**config.mk**
```make
export PLATFORM = sky130hd
export DESIGN_NAME = mmio_uart_tx
export DESIGN_NICKNAME = d
export VERILOG_FILES = /design/src/rtl/mmio_uart_tx.sv
export SDC_FILE = /design/constraint.sdc
export NUM_CORES = 1
export LEC_CHECK = 0
export CORE_MARGIN = 10
export CORE_UTILIZATION = 32
export DETAILED_ROUTE_END_ITERATION = 12
export DONT_BUFFER_PORTS = 1
export PLACE_DENSITY_LB_ADDON = 0.25
export REMOVE_ABC_BUFFERS = 1
export SETUP_SLACK_MARGIN = 0.5
export SYNTH_ARGS = -nofsm -noshare
export SYNTH_HDL_FRONTEND = slang
export SYNTH_SLANG_ARGS = --single-unit
```
**constraint.sdc**
```tcl
create_clock -name clk -period 3.5 [get_ports clk]
set_clock_uncertainty 0.1 [all_clocks]
set_input_delay 0.7 -clock clk [delete_from_list [all_inputs] [get_ports clk]]
set_output_delay 0.7 -clock clk [all_outputs]
set_load 0.01 [all_outputs]
```
**src/rtl/mmio_uart_tx.sv**
```systemverilog
// MMIO-fed UART transmitter: rising edges of disp_wea queue disp_dat[7:0] into a byte FIFO,
// and an 8N1 serializer drains the FIFO onto tx.
module mmio_uart_tx #(
  parameter int CLKS_PER_BIT = 868,
  parameter int FIFO_DEPTH   = 16
) (
  input  logic                          clk,
  input  logic                          Rst,
  input  logic                          disp_wea,
  input  logic [31:0]                   disp_dat,
  input  logic                          ovf_clr,
  output logic                          tx,
  output logic                          tx_busy,
  output logic                          fifo_empty,
  output logic                          fifo_full,
  output logic [$clog2(FIFO_DEPTH):0]   fifo_count,
  output logic                          ovf
);

  localparam int AW = $clog2(FIFO_DEPTH);
  localparam int CW = (CLKS_PER_BIT > 2) ? $clog2(CLKS_PER_BIT) : 1;
  localparam logic [CW-1:0] LAST_CLK = CW'(CLKS_PER_BIT - 1);
  localparam logic [AW:0]   FULL_CNT = (AW + 1)'(FIFO_DEPTH);

  typedef enum logic [1:0] {IDLE, START, DATA, STOP} state_t;

  state_t        state;
  logic [CW-1:0] clk_cnt;
  logic [2:0]    bit_idx;
  logic [7:0]    shift;

  logic          wea_q;
  logic          push;
  logic          push_ok;
  logic          pop;
  logic [7:0]    mem [FIFO_DEPTH];
  logic [AW-1:0] wr_ptr;
  logic [AW-1:0] rd_ptr;

  logic unused_dat;
  assign unused_dat = ^disp_dat[31:8];

  assign push       = disp_wea & ~wea_q;
  assign pop        = (state == IDLE) && (fifo_count != '0);
  // A full FIFO still accepts a push when the serializer frees a slot on the same edge.
  assign push_ok    = push && ((fifo_count != FULL_CNT) || pop);
  assign fifo_empty = (fifo_count == '0);
  assign fifo_full  = (fifo_count == FULL_CNT);
  assign tx_busy    = (state != IDLE);

  always_ff @(posedge clk or posedge Rst) begin
    if (Rst) begin
      wea_q      <= 1'b0;
      wr_ptr     <= '0;
      rd_ptr     <= '0;
      fifo_count <= '0;
      ovf        <= 1'b0;
    end else begin
      wea_q <= disp_wea;
      if (push_ok) wr_ptr <= wr_ptr + 1'b1;
      if (pop)     rd_ptr <= rd_ptr + 1'b1;
      case ({push_ok, pop})
        2'b10:   fifo_count <= fifo_count + 1'b1;
        2'b01:   fifo_count <= fifo_count - 1'b1;
        default: fifo_count <= fifo_count;
      endcase
      if (push && !push_ok) ovf <= 1'b1;
      else if (ovf_clr)     ovf <= 1'b0;
    end
  end

  always_ff @(posedge clk) begin
    if (push_ok) mem[wr_ptr] <= disp_dat[7:0];
  end

  // tx follows the state held over the previous cycle, which yields the two-edge start latency
  // and exactly one idle-high cycle between back-to-back frames.
  always_ff @(posedge clk or posedge Rst) begin
    if (Rst) begin
      state   <= IDLE;
      clk_cnt <= '0;
      bit_idx <= '0;
      shift   <= '0;
      tx      <= 1'b1;
    end else begin
      case (state)
        IDLE: begin
          tx      <= 1'b1;
          clk_cnt <= '0;
          if (pop) begin
            shift <= mem[rd_ptr];
            state <= START;
          end
        end
        START: begin
          tx <= 1'b0;
          if (clk_cnt == LAST_CLK) begin
            clk_cnt <= '0;
            bit_idx <= '0;
            state   <= DATA;
          end else begin
            clk_cnt <= clk_cnt + 1'b1;
          end
        end
        DATA: begin
          tx <= shift[0];
          if (clk_cnt == LAST_CLK) begin
            clk_cnt <= '0;
            shift   <= {1'b0, shift[7:1]};
            if (bit_idx == 3'd7) state <= STOP;
            else                 bit_idx <= bit_idx + 1'b1;
          end else begin
            clk_cnt <= clk_cnt + 1'b1;
          end
        end
        STOP: begin
          tx <= 1'b1;
          if (clk_cnt == LAST_CLK) begin
            clk_cnt <= '0;
            state   <= IDLE;
          end else begin
            clk_cnt <= clk_cnt + 1'b1;
          end
        end
        default: state <= IDLE;
      endcase
    end
  end

endmodule

```
==> flow_metrics.env, run 1 <==
export IMPL_gp_routability_congestion=0.762
export IMPL_layout_area_overhead_pct=14.4
export IMPL_grt_start_max_net_pins=32
export IMPL_yosysWarnings=0
export IMPL_timing_critical_path_required_ns=3.69
export IMPL_cp_startpoint="fifo_count[0]"
export IMPL_all_layer_gr_usage_pct=10.2
export IMPL_finalCriticalPeriod_ns=2.85
export IMPL_max_clock_freq_mhz=350
export IMPL_fp_dieArea_sq_um=27900
export IMPL_firstDrtPassIters=5
export IMPL_ys_types=43
export IMPL_fin_tns_setup_ns=0
export IMPL_worst_path_cell_chain="or4_4, nor2_2, nor2_2, ha_2, fa_1, a21o_1, a21oi_1, xor2_1, nor2_1, xor2_1"
export IMPL_start_util_pct=32.7
export IMPL_critical_path_reg2reg_endpoint="fifo_count[4]"
export IMPL_min_to="wea_q"
export IMPL_setup_viol=0
export IMPL_path_class="reg -> reg"
export IMPL_clk_pin_slew_ns=0.07
export IMPL_fin_area_sq_um=7920
export IMPL_cts_root_buffer="sky130_fd_sc_hd__clkbuf_16"
export IMPL_cts_htree_levels=4
export IMPL_drt_iter0_drc=314
export IMPL_final_cell_count_no_fill=718
export IMPL_rrSetupSlack_ns=0.65
export IMPL_max_cap_viols=0
export IMPL_synth_top_cell_area_share_pct=55.5
export IMPL_hold_worst_slack_ns=0.209
export IMPL_clock_tree_from_tritoncts="built"
export IMPL_placement_cell_area_sq_um=7330
export IMPL_chipHeight_um=167
export IMPL_yosysTopAreaCell="sky130_fd_sc_hd__edfxtp_1"
export IMPL_antennaDiodeCount=0
export IMPL_irDropWorstVdd_mv=0.338
export IMPL_drtAntennaViolNets=0
export IMPL_cts_max_path_buffers=2
export IMPL_slowest_delay_ns=0.57
export IMPL_crit_path_end_kind="register"
export IMPL_rows=53
export IMPL_wire_per_inst_um=19.0
export IMPL_worstPathArrival_ns=3.05
export IMPL_final_number_of_max_transition_violations=0
export IMPL_post_synth_inst_count=405
export IMPL_worst_hold_path_num_cells=0
export IMPL_numClockSinks=167
export IMPL_hold_viol=0
export IMPL_leakage_nw=2.77
export IMPL_mostFrequentLayoutCell="sky130_fd_sc_hd__edfxtp_1"
export IMPL_worst_path_max_fanout=6
export IMPL_status="completed"
export IMPL_grt_antenna_before_repair=0
export IMPL_crit_slowest_cell="sky130_fd_sc_hd__or4_4"
export IMPL_netlist_top_cells_area="sky130_fd_sc_hd__edfxtp_1 (56%), sky130_fd_sc_hd__dfrtp_1 (14%), sky130_fd_sc_hd__mux4_2 (8.8%)"
export IMPL_postSynthAreaPerCell_sq_um=17.1
export IMPL_syn_area_sq_um=6920
export IMPL_crit_path_start_kind="register"
export IMPL_grt_setup_unrepaired="false"
export IMPL_ys_ff_latch=167
export IMPL_design_final_nets=484
export IMPL_worst_slew_margin_relative_to_its_limit_pct=43.1
export IMPL_dp_cells=686
export IMPL_via_count_of_the_first_global_routing_pass=3731
export IMPL_boundaryPins=46
export IMPL_via_count=3491
export IMPL_period_share_pct=81.5
export IMPL_drcViolationCount=0
export IMPL_port_buffer_count=0
export IMPL_layout_cells_most_common_list="sky130_fd_sc_hd__edfxtp_1 (128), sky130_fd_sc_hd__dfrtp_1 (35), sky130_fd_sc_hd__mux4_2 (27)"
export IMPL_drive_gt1_share_pct=20.8
export IMPL_holdCritStartpoint="disp_wea"
export IMPL_grt_remaining_overflow=0
export IMPL_max_slew_worst_pin_slew_ns=0.853
export IMPL_cts_buffers=17
export IMPL_via_per_inst=4.86
export IMPL_chipWidth_um=167
export IMPL_clkLatencyLatePin_ns=0.42
export IMPL_core_region_sq_um=21200
export IMPL_worst_r2r_startpoint="fifo_count[0]"
export IMPL_power_per_cell_area_nw_per_um2=796
export IMPL_grt_first_pass_wirelength_um=21900
export IMPL_detailedPlacementHpwl_um=9040
export IMPL_route_final_wire_length_um=13600
export IMPL_reg2regPathDepth=10
export IMPL_timing_hold_worst_class="in -> reg"
export IMPL_synth_seq_area_share_pct=69.6
metal layers:
| metal | GRT usage (%) | vias up | wire (um) |
|---|---|---|---|
| met5 | 0 | - | 0 |
| met4 | 2.75 | 0 | 29 |
| met3 | 3.46 | 2 | 974 |
| met2 | 16.8 | 81 | 6830 |
| met1 | 12.4 | 1784 | 5780 |
| li1 | - | 1624 | - |
critical path, delay by kind of cell, from the launching register on:
family,cells,cell delay [ns]
AND/OR/NAND/NOR,4,0.87
flip-flops,1,0.48
XOR/XNOR,2,0.30
AO/OA/AOI/OAI,2,0.36
adder cells (fa/ha/maj),2,0.63
synth_stat cells (all sizes together):
cell,instances
a22oi,12
o21bai,1
xor2,8
or4,2
mux4,33
a22o,2
a211oi,2
nor3,6
nor3b,1
nand2b,1
and4b,1
ha,17
xnor2,10
o21ai,8
and2,5
dfstp,1
nand2,13
nand3,5
mux2,3
dfrtp,38
buf,14
clkbuf,2
fa,1
a21oi,24
nor2b,6
nand3b,2
and3,3
nand4,3
a21o,2
a31oi,1
inv,15
nor4,6
or3,2
edfxtp,128
o32ai,2
nor2,25
repair_timing:
action                     CTS  global route
setup endpoints to repair    1             1
buffers inserted             0             0
gates resized for setup      3             5
hold buffers                 0             0
stage by stage:
step | worst slack (ns) | utilization [%] | power [mW]
global route | 0.469 | 37.4 | 6.72
global placement | 0.466 | 34.7 | 4.52
detailed placement | 0.477 | 34.7 | 4.56
CTS | 0.568 | 37.4 | 6.38
finish | 0.646 | 37.4 | 6.30
floorplan | 0.451 | - | 3.98
worst max-delay path by stage:
stage               slack (ns)       endpoint  depth (start not counted)
finish                    0.65  fifo_count[4]                         10
global placement          0.47  fifo_count[4]                         10
detailed placement        0.48  fifo_count[4]                         10
CTS                       0.57  fifo_count[4]                         10
floorplan                 0.45  fifo_count[4]                         12
global route              0.47  fifo_count[4]                         10
logic make-up after synthesis:
| family | count (synthesis) | share of synthesized area, % |
|---|---|---|
| compound gates | 54 | 4.83 |
| xor+xnor | 18 | 2.28 |
| fa+ha+maj | 18 | 3.36 |
| buf+inv | 31 | 2.44 |
| flops | 167 | 69.6 |
| mux | 36 | 11.6 |
| simple gates | 81 | 5.89 |
power breakdown:
group	internal (mW)	switching (mW)	leakage (nW)
combinational	0.873	0.938	0.865
clock	1.00	0.797	0.275
sequential	2.39	0.302	1.64
total	4.27	2.04	2.77
flip-flops by register name, indices dropped and copies added (netlist names):
| signal | flops |
|---|---|
| tx | 1 |
| state | 2 |
| shift | 8 |
| clk_cnt | 10 |
| ovf | 1 |
| wr_ptr | 4 |
| bit_idx | 3 |
| rd_ptr | 4 |
| fifo_count | 5 |
| wea_q | 1 |
| mem | 128 |
area by class of cell:
type | count | area (sq um)
multi-input cells | 207 | 1950
fillers | 1949 | 13200
well taps | 275 | 344
flip-flops and latches | 167 | 4820
repair buffers | 22 | 178
clock buffers | 19 | 433
inverters | 15 | 56.3
clock inverters | 13 | 134
Note: power is estimated with default switching activity, not from simulation.
==> inputs of run 2 (changes only) <==
--- a/config.mk
+++ b/config.mk
@@ -5,6 +5,7 @@
 export SDC_FILE = /design/constraint.sdc
 export NUM_CORES = 1
 export LEC_CHECK = 0
+export ABC_AREA = 1
 export CORE_MARGIN = 10
 export CORE_UTILIZATION = 32
 export DETAILED_ROUTE_END_ITERATION = 12
==> constraint.sdc (replaced) <==
create_clock -name clk -period 2.7 [get_ports clk]
set_clock_uncertainty 0.1 [all_clocks]
set_input_delay 0.54 -clock clk [delete_from_list [all_inputs] [get_ports clk]]
set_output_delay 0.54 -clock clk [all_outputs]
set_load 0.01 [all_outputs]
==> flow_metrics.env, run 2 <==
export IMPL_cts_root_buffer="sky130_fd_sc_hd__clkbuf_16"
export IMPL_worstPathArrival_ns=2.44
export IMPL_mostFrequentLayoutCell="sky130_fd_sc_hd__nand2_1"
export IMPL_drtAntennaViolNets=0
export IMPL_port_buffer_count=0
export IMPL_crit_slowest_cell="sky130_fd_sc_hd__dfrtp_1"
export IMPL_irDropWorstVdd_mv=0.489
export IMPL_synthTopCellsByCount="sky130_fd_sc_hd__nand2_1 (160), sky130_fd_sc_hd__edfxtp_1 (128), sky130_fd_sc_hd__nor2_1 (105), sky130_fd_sc_hd__nand3_1 (68), sky130_fd_sc_hd__inv_1 (46)"
export IMPL_design_final_nets=788
export IMPL_core_region_sq_um=22600
export IMPL_ctsHoldBuffers=0
export IMPL_via_per_inst=4.66
export IMPL_number_of_enable_flip_flop_cells_after_synthesis=128
export IMPL_worst_path_max_fanout=7
export IMPL_worst_slew_margin_relative_to_its_limit_pct=25.2
export IMPL_boundaryPins=46
export IMPL_share_comb_of_total_power_pct=9.7
export IMPL_slowest_delay_ns=0.40
export IMPL_via_count_of_the_first_global_routing_pass=4657
export IMPL_dp_cells=989
export IMPL_final_cell_count_no_fill=1032
export IMPL_max_clock_freq_mhz=448
export IMPL_flop_pwr_share_pct=50.8
export IMPL_reg2regPathDepth=13
export IMPL_ys_ff_latch=167
export IMPL_largestRegisters="mem x128, clk_cnt x10, shift x8"
export IMPL_netlist_top_cells_area="sky130_fd_sc_hd__edfxtp_1 (52%), sky130_fd_sc_hd__dfrtp_1 (13%), sky130_fd_sc_hd__nand2_1 (8.1%)"
export IMPL_p_int_mw=4.45
export IMPL_via_count=4807
export IMPL_multiInputGateArea_sq_um=2260
export IMPL_p_switching_mw=1.48
export IMPL_hold_viol=0
export IMPL_finalCriticalPeriod_ns=2.23
export IMPL_timing_hold_worst_class="in -> async"
export IMPL_clkLatencyLatePin_ns=0.43
export IMPL_swShare_pct=25.0
export IMPL_final_number_of_max_transition_violations=0
export IMPL_antennaDiodeCount=0
export IMPL_drt_iter0_drc=354
export IMPL_biggest_register="mem"
export IMPL_largest_register_ff_count=128
export IMPL_route_final_wire_length_um=16800
export IMPL_postSynthAreaPerCell_sq_um=10.6
export IMPL_worst_path_cell_chain="inv_2, ha_4, inv_1, nand2_1, nand2_2, ha_4, fa_2, a21oi_2, o21bai_2, a21oi_2, o21ai_1, nand2_1, nand2_1"
export IMPL_worst_r2r_startpoint="state[0]"
export IMPL_ys_types=34
export IMPL_start_util_pct=32.6
export IMPL_grt_remaining_overflow=0
export IMPL_period_share_pct=82.6
export IMPL_chipWidth_um=172
export IMPL_gp_routability_congestion=0.764
export IMPL_setup_ws_ns=0.469
export IMPL_wire_per_inst_um=16.2
export IMPL_syn_area_sq_um=7380
export IMPL_crit_path_end_kind="register"
export IMPL_firstDrtPassIters=5
export IMPL_drive_gt1_share_pct=15.0
export IMPL_leakage_nw=3.44
export IMPL_dp_slack_ns=0.0909
export IMPL_path_class="reg -> reg"
export IMPL_chipHeight_um=172
export IMPL_status="completed"
export IMPL_fin_tns_setup_ns=0
export IMPL_post_synth_inst_count=698
export IMPL_clk_pin_slew_ns=0.06
export IMPL_yosysTopAreaCell="sky130_fd_sc_hd__edfxtp_1"
export IMPL_grt_first_pass_wirelength_um=26600
export IMPL_synth_top_flop_cell="sky130_fd_sc_hd__edfxtp_1"
export IMPL_post_synth_top_count_cell="sky130_fd_sc_hd__nand2_1"
export IMPL_setup_viol=0
export IMPL_max_cap_viols=0
export IMPL_detailedPlacementHpwl_um=10400
export IMPL_fp_dieArea_sq_um=29500
export IMPL_crit_path_start_kind="register"
export IMPL_grt_antenna_before_repair=0
export IMPL_layout_cells_most_common_list="sky130_fd_sc_hd__nand2_1 (159), sky130_fd_sc_hd__edfxtp_1 (128), sky130_fd_sc_hd__nor2_1 (104)"
export IMPL_rows=55
export IMPL_seq_area_sq_um=4820
export IMPL_grt_setup_unrepaired="true"
export IMPL_yosysWarnings=0
export IMPL_synth_seq_area_share_pct=65.3
export IMPL_timing_critical_path_required_ns=2.91
export IMPL_cp_startpoint="state[0]"
export IMPL_fin_area_sq_um=8550
export IMPL_clock_tree_from_tritoncts="built"
export IMPL_power_per_cell_area_nw_per_um2=693
export IMPL_critical_path_most_common_cell="sky130_fd_sc_hd__nand2_1"
export IMPL_numClockSinks=167
export IMPL_layout_area_overhead_pct=15.9
export IMPL_all_layer_gr_usage_pct=11.9
export IMPL_placement_cell_area_sq_um=7830
export IMPL_synth_top_cell_area_share_pct=52.1
export IMPL_cts_htree_levels=4
export IMPL_cts_max_path_buffers=2
export IMPL_clock_power_share_pct=39.4
export IMPL_async_flop_share_pct=23.4
export IMPL_cts_buffers=17
export IMPL_max_slew_worst_pin_slew_ns=1.11
export IMPL_grt_start_max_net_pins=76
export IMPL_drcViolationCount=0
export IMPL_fillerInstances=2193
## run 2: cell count changes in the layout (fill, tap and decap cells not counted), sizes merged, moves of 12 or more
cell,delta
a22oi,-12
buf,+22
inv,+29
mux4,-33
nand2,+152
nand3,+64
nor2,+85
o21ai,+21
## run 2: per-layer routing
metal / routed length, um / global-route usage, %
met5: 0 / 0
met4: 207 / 4.35
met3: 575 / 2.28
met2: 8050 / 18.6
met1: 7920 / 16.1
## run 2: area by class of cell
| class | count | share of cell area [%] |
|---|---|---|
| clock inverter | 15 | 1.73 |
| clock buffer | 17 | 4.98 |
| tap | 285 | 4.17 |
| multi-input combinational | 454 | 26.4 |
| sequential | 167 | 56.4 |
| timing repair buffer | 44 | 4.01 |
| inverter | 50 | 2.27 |
## run 2: metrics by stage
stage | power [mW] | hold slack [ns] | utilization, %
after detailed placement | 3.58 | 0.366 | 34.6
after floorplan | 3.38 | 0.349 | -
after global placement | 3.57 | 0.363 | 34.6
final | 5.93 | 0.0374 | 37.8
after CTS | 5.98 | 0.0180 | 37.6
after global routing | 6.17 | 0.0171 | 37.8
## run 2: worst paths after layout
path | end | slack, ns
max in group asynchronous | tx | 1.77
setup reg to reg | fifo_count[4] | 0.47
setup / recovery | fifo_count[4] | 0.47
min in group clk | wea_q | 0.04
hold / removal | fifo_count[1] | 0.04
hold reg to reg | shift[1] | 0.38
## run 2: kinds of logic (layout without fill, tap and decap cells)
| logic type | Yosys count | in the layout | synth area share, % |
|---|---|---|---|
| DFF | 167 | 167 | 65.3 |
| and+or+nand+nor | 360 | 360 | 20.5 |
| adders and majority gates | 18 | 18 | 3.15 |
| buffers and inverters | 77 | 126 | 4.90 |
| xor gates and xnor gates | 10 | 10 | 1.19 |
| AOI/OAI and AO/OA | 66 | 66 | 4.95 |
## run 2: critical path, delay by kind of cell (launching register included)
kind            cells  cell delay [ns]
compound gates      4             0.48
simple gates        4             0.25
flops               1             0.40
fa+ha+maj           3             0.73
buf+inv             2             0.14
## run 2: power groups by stage
stage | Clock, mW | Sequential [mW] | Combinational [mW]
3_5_place_dp | 0 | 3.06 | 0.514
5_1_grt | 2.49 | 3.03 | 0.651
6_report | 2.34 | 3.01 | 0.577
4_1_cts | 2.39 | 3.01 | 0.575
3_3_place_gp | 0 | 3.06 | 0.512
2_1_floorplan | 0 | 3.08 | 0.300
## run 2: timing repair
action | 4_1_cts | 5_1_grt
cloned | 0 | 0
buffers inserted | 9 | 2
endpoints found under the setup margin | 9 | 15
gates resized for setup | 16 | 4
pin swaps | 6 | 1
==> inputs of run 3 (changes only) <==
--- a/config.mk
+++ b/config.mk
@@ -5,7 +5,7 @@
 export SDC_FILE = /design/constraint.sdc
 export NUM_CORES = 1
 export LEC_CHECK = 0
-export ABC_AREA = 1
+export ABC_AREA = 0
 export CORE_MARGIN = 10
 export CORE_UTILIZATION = 32
 export DETAILED_ROUTE_END_ITERATION = 12
==> constraint.sdc (replaced) <==
create_clock -name clk -period 1.8 [get_ports clk]
set_clock_uncertainty 0.1 [all_clocks]
set_input_delay 0.36 -clock clk [delete_from_list [all_inputs] [get_ports clk]]
set_output_delay 0.36 -clock clk [all_outputs]
set_load 0.01 [all_outputs]
==> flow_metrics.env, run 3 (synthesis results as in run 1) <==
export IMPL_setup_viol=151
export IMPL_cts_buffers=17
export IMPL_layout_cells_most_common_list="sky130_fd_sc_hd__edfxtp_1 (128), sky130_fd_sc_hd__buf_4 (68), sky130_fd_sc_hd__dfrtp_1 (37)"
export IMPL_firstDrtPassIters=4
export IMPL_via_count_of_the_first_global_routing_pass=4175
export IMPL_post_layout_total_power_mw=14.7
export IMPL_seq_area_sq_um=4820
export IMPL_design_final_nets=580
export IMPL_period_share_pct=140
export IMPL_violations="setup timing"
export IMPL_cts_htree_levels=4
export IMPL_clkLatencyLatePin_ns=0.42
export IMPL_p_switching_mw=4.87
export IMPL_fp_dieArea_sq_um=27900
export IMPL_mostFrequentLayoutCell="sky130_fd_sc_hd__edfxtp_1"
export IMPL_hold_worst_slack_ns=0.165
export IMPL_final_number_of_max_transition_violations=0
export IMPL_chipWidth_um=167
export IMPL_max_clock_freq_mhz=398
export IMPL_max_slew_worst_pin_slew_ns=0.618
export IMPL_grt_setup_unrepaired="true"
export IMPL_worst_path_max_fanout=4
export IMPL_grt_remaining_overflow=0
export IMPL_layout_area_overhead_pct=33.9
export IMPL_detailedPlacementHpwl_um=10000
export IMPL_cts_root_buffer="sky130_fd_sc_hd__clkbuf_16"
export IMPL_largest_register_ff_count=128
export IMPL_grt_first_pass_wirelength_um=23800
export IMPL_core_region_sq_um=21200
export IMPL_cts_max_path_buffers=2
export IMPL_crit_path_start_kind="register"
export IMPL_max_cap_viols=0
export IMPL_chipHeight_um=167
export IMPL_antennaDiodeCount=0
export IMPL_grt_antenna_before_repair=0
export IMPL_clock_tree_from_tritoncts="built"
export IMPL_status="complete, but fails checks"
export IMPL_drcViolationCount=0
export IMPL_multiInputGateArea_sq_um=2360
export IMPL_all_layer_gr_usage_pct=11.1
export IMPL_via_per_inst=4.80
export IMPL_via_count=3900
export IMPL_clock_power_share_pct=22.3
export IMPL_boundaryPins=46
export IMPL_numClockSinks=167
export IMPL_leakage_nw=3.33
export IMPL_crit_path_end_kind="register"
export IMPL_finalCriticalPeriod_ns=2.52
export IMPL_largestRegisters="mem x128, clk_cnt x10, shift x8"
export IMPL_wire_per_inst_um=18.7
export IMPL_dp_slack_ns=-0.931
export IMPL_dp_cells=746
export IMPL_timing_critical_path_required_ns=2.00
export IMPL_drt_iter0_drc=244
export IMPL_rrSetupSlack_ns=-0.72
export IMPL_p_int_mw=9.81
export IMPL_swShare_pct=33.2
export IMPL_port_buffer_count=0
export IMPL_flop_pwr_share_pct=33.7
export IMPL_worstPathArrival_ns=2.72
export IMPL_biggest_register="mem"
export IMPL_rows=53
export IMPL_share_comb_of_total_power_pct=44.0
export IMPL_drive_gt1_share_pct=45.6
export IMPL_path_class="reg -> reg"
export IMPL_final_cell_count_no_fill=812
export IMPL_power_per_cell_area_nw_per_um2=1580
export IMPL_drtAntennaViolNets=0
export IMPL_setup_ws_ns=-0.715
export IMPL_clk_pin_slew_ns=0.06
export IMPL_route_final_wire_length_um=15200
export IMPL_fillerInstances=1845
export IMPL_irDropWorstVdd_mv=0.759
export IMPL_timing_hold_worst_class="in -> reg"
export IMPL_hold_viol=0
export IMPL_worst_slew_margin_relative_to_its_limit_pct=58.7
export IMPL_start_util_pct=32.7
export IMPL_grt_start_max_net_pins=26
export IMPL_gp_routability_congestion=0.762
[run 3: cell type report]
class / count / area share, %
Clock buffer: 18 / 4.63
Clock inverter: 12 / 1.05
Inverter: 15 / 0.661
Multi-Input combinational cell: 207 / 25.5
Sequential cell: 167 / 52.0
Tap cell: 275 / 3.71
Timing Repair Buffer: 118 / 12.5
[run 3: per-stage QoR]
stage	setup TNS, ns	util (%)	instance area, sq um
CTS	-47.37	42.1	8910
global placement	-42.82	37.2	7870
finish	-54.76	43.8	9270
global route	-70.07	43.8	9270
detailed placement	-47.34	37.2	7870
floorplan	-100.11	-	6810
[run 3: path summary, 6_finish.rpt]
check / startpoint / end / cells past startpoint
setup / recovery: fifo_count[2] / fifo_count[4] / 10
hold / removal: disp_wea / ovf / 3
setup reg to reg: fifo_count[2] / fifo_count[4] / 10
hold reg to reg: shift[0] / tx / 2
max in group asynchronous: Rst / rd_ptr[0] / 3
min in group asynchronous: Rst / shift[0] / 3
[run 3: critical path, cell delays in order (launching register included)]
cell and delay [ns]:
sky130_fd_sc_hd__dfrtp_1 0.38, sky130_fd_sc_hd__or4_4 0.56, sky130_fd_sc_hd__nor2_4 0.16, sky130_fd_sc_hd__nor2_4 0.05, sky130_fd_sc_hd__ha_4 0.17, sky130_fd_sc_hd__fa_2 0.34
sky130_fd_sc_hd__a21o_1 0.17, sky130_fd_sc_hd__a21oi_2 0.13, sky130_fd_sc_hd__xor2_1 0.14, sky130_fd_sc_hd__nor2_1 0.06, sky130_fd_sc_hd__xor2_1 0.14
[run 3: per-layer routing]
metal  track usage (%)  up-vias  wire, um
met2              18.6       60      7730
met5                 0        -         0
met1              13.6     2015      6700
met3              3.32       13       596
li1                  -     1812         -
met4              2.98        0       167
[run 3: repair_timing]
action,in CTS,in global routing
endpoints found under the hold margin,169,0
setup buffers,14,10
gates cloned,1,0
resized for setup,76,63
pin swaps,20,32
endpoints found under the setup margin,175,174
hold buffers,11,0
[run 3: power by group through the flow]
stage | logic (mW) | registers (mW) | clock network, mW
finish | 6.45 | 4.95 | 3.27
CTS | 5.89 | 4.95 | 3.36
global placement | 4.77 | 4.97 | 0
global route | 7.01 | 5.01 | 3.51
floorplan | 2.45 | 5.30 | 0
detailed placement | 4.85 | 5.00 | 0
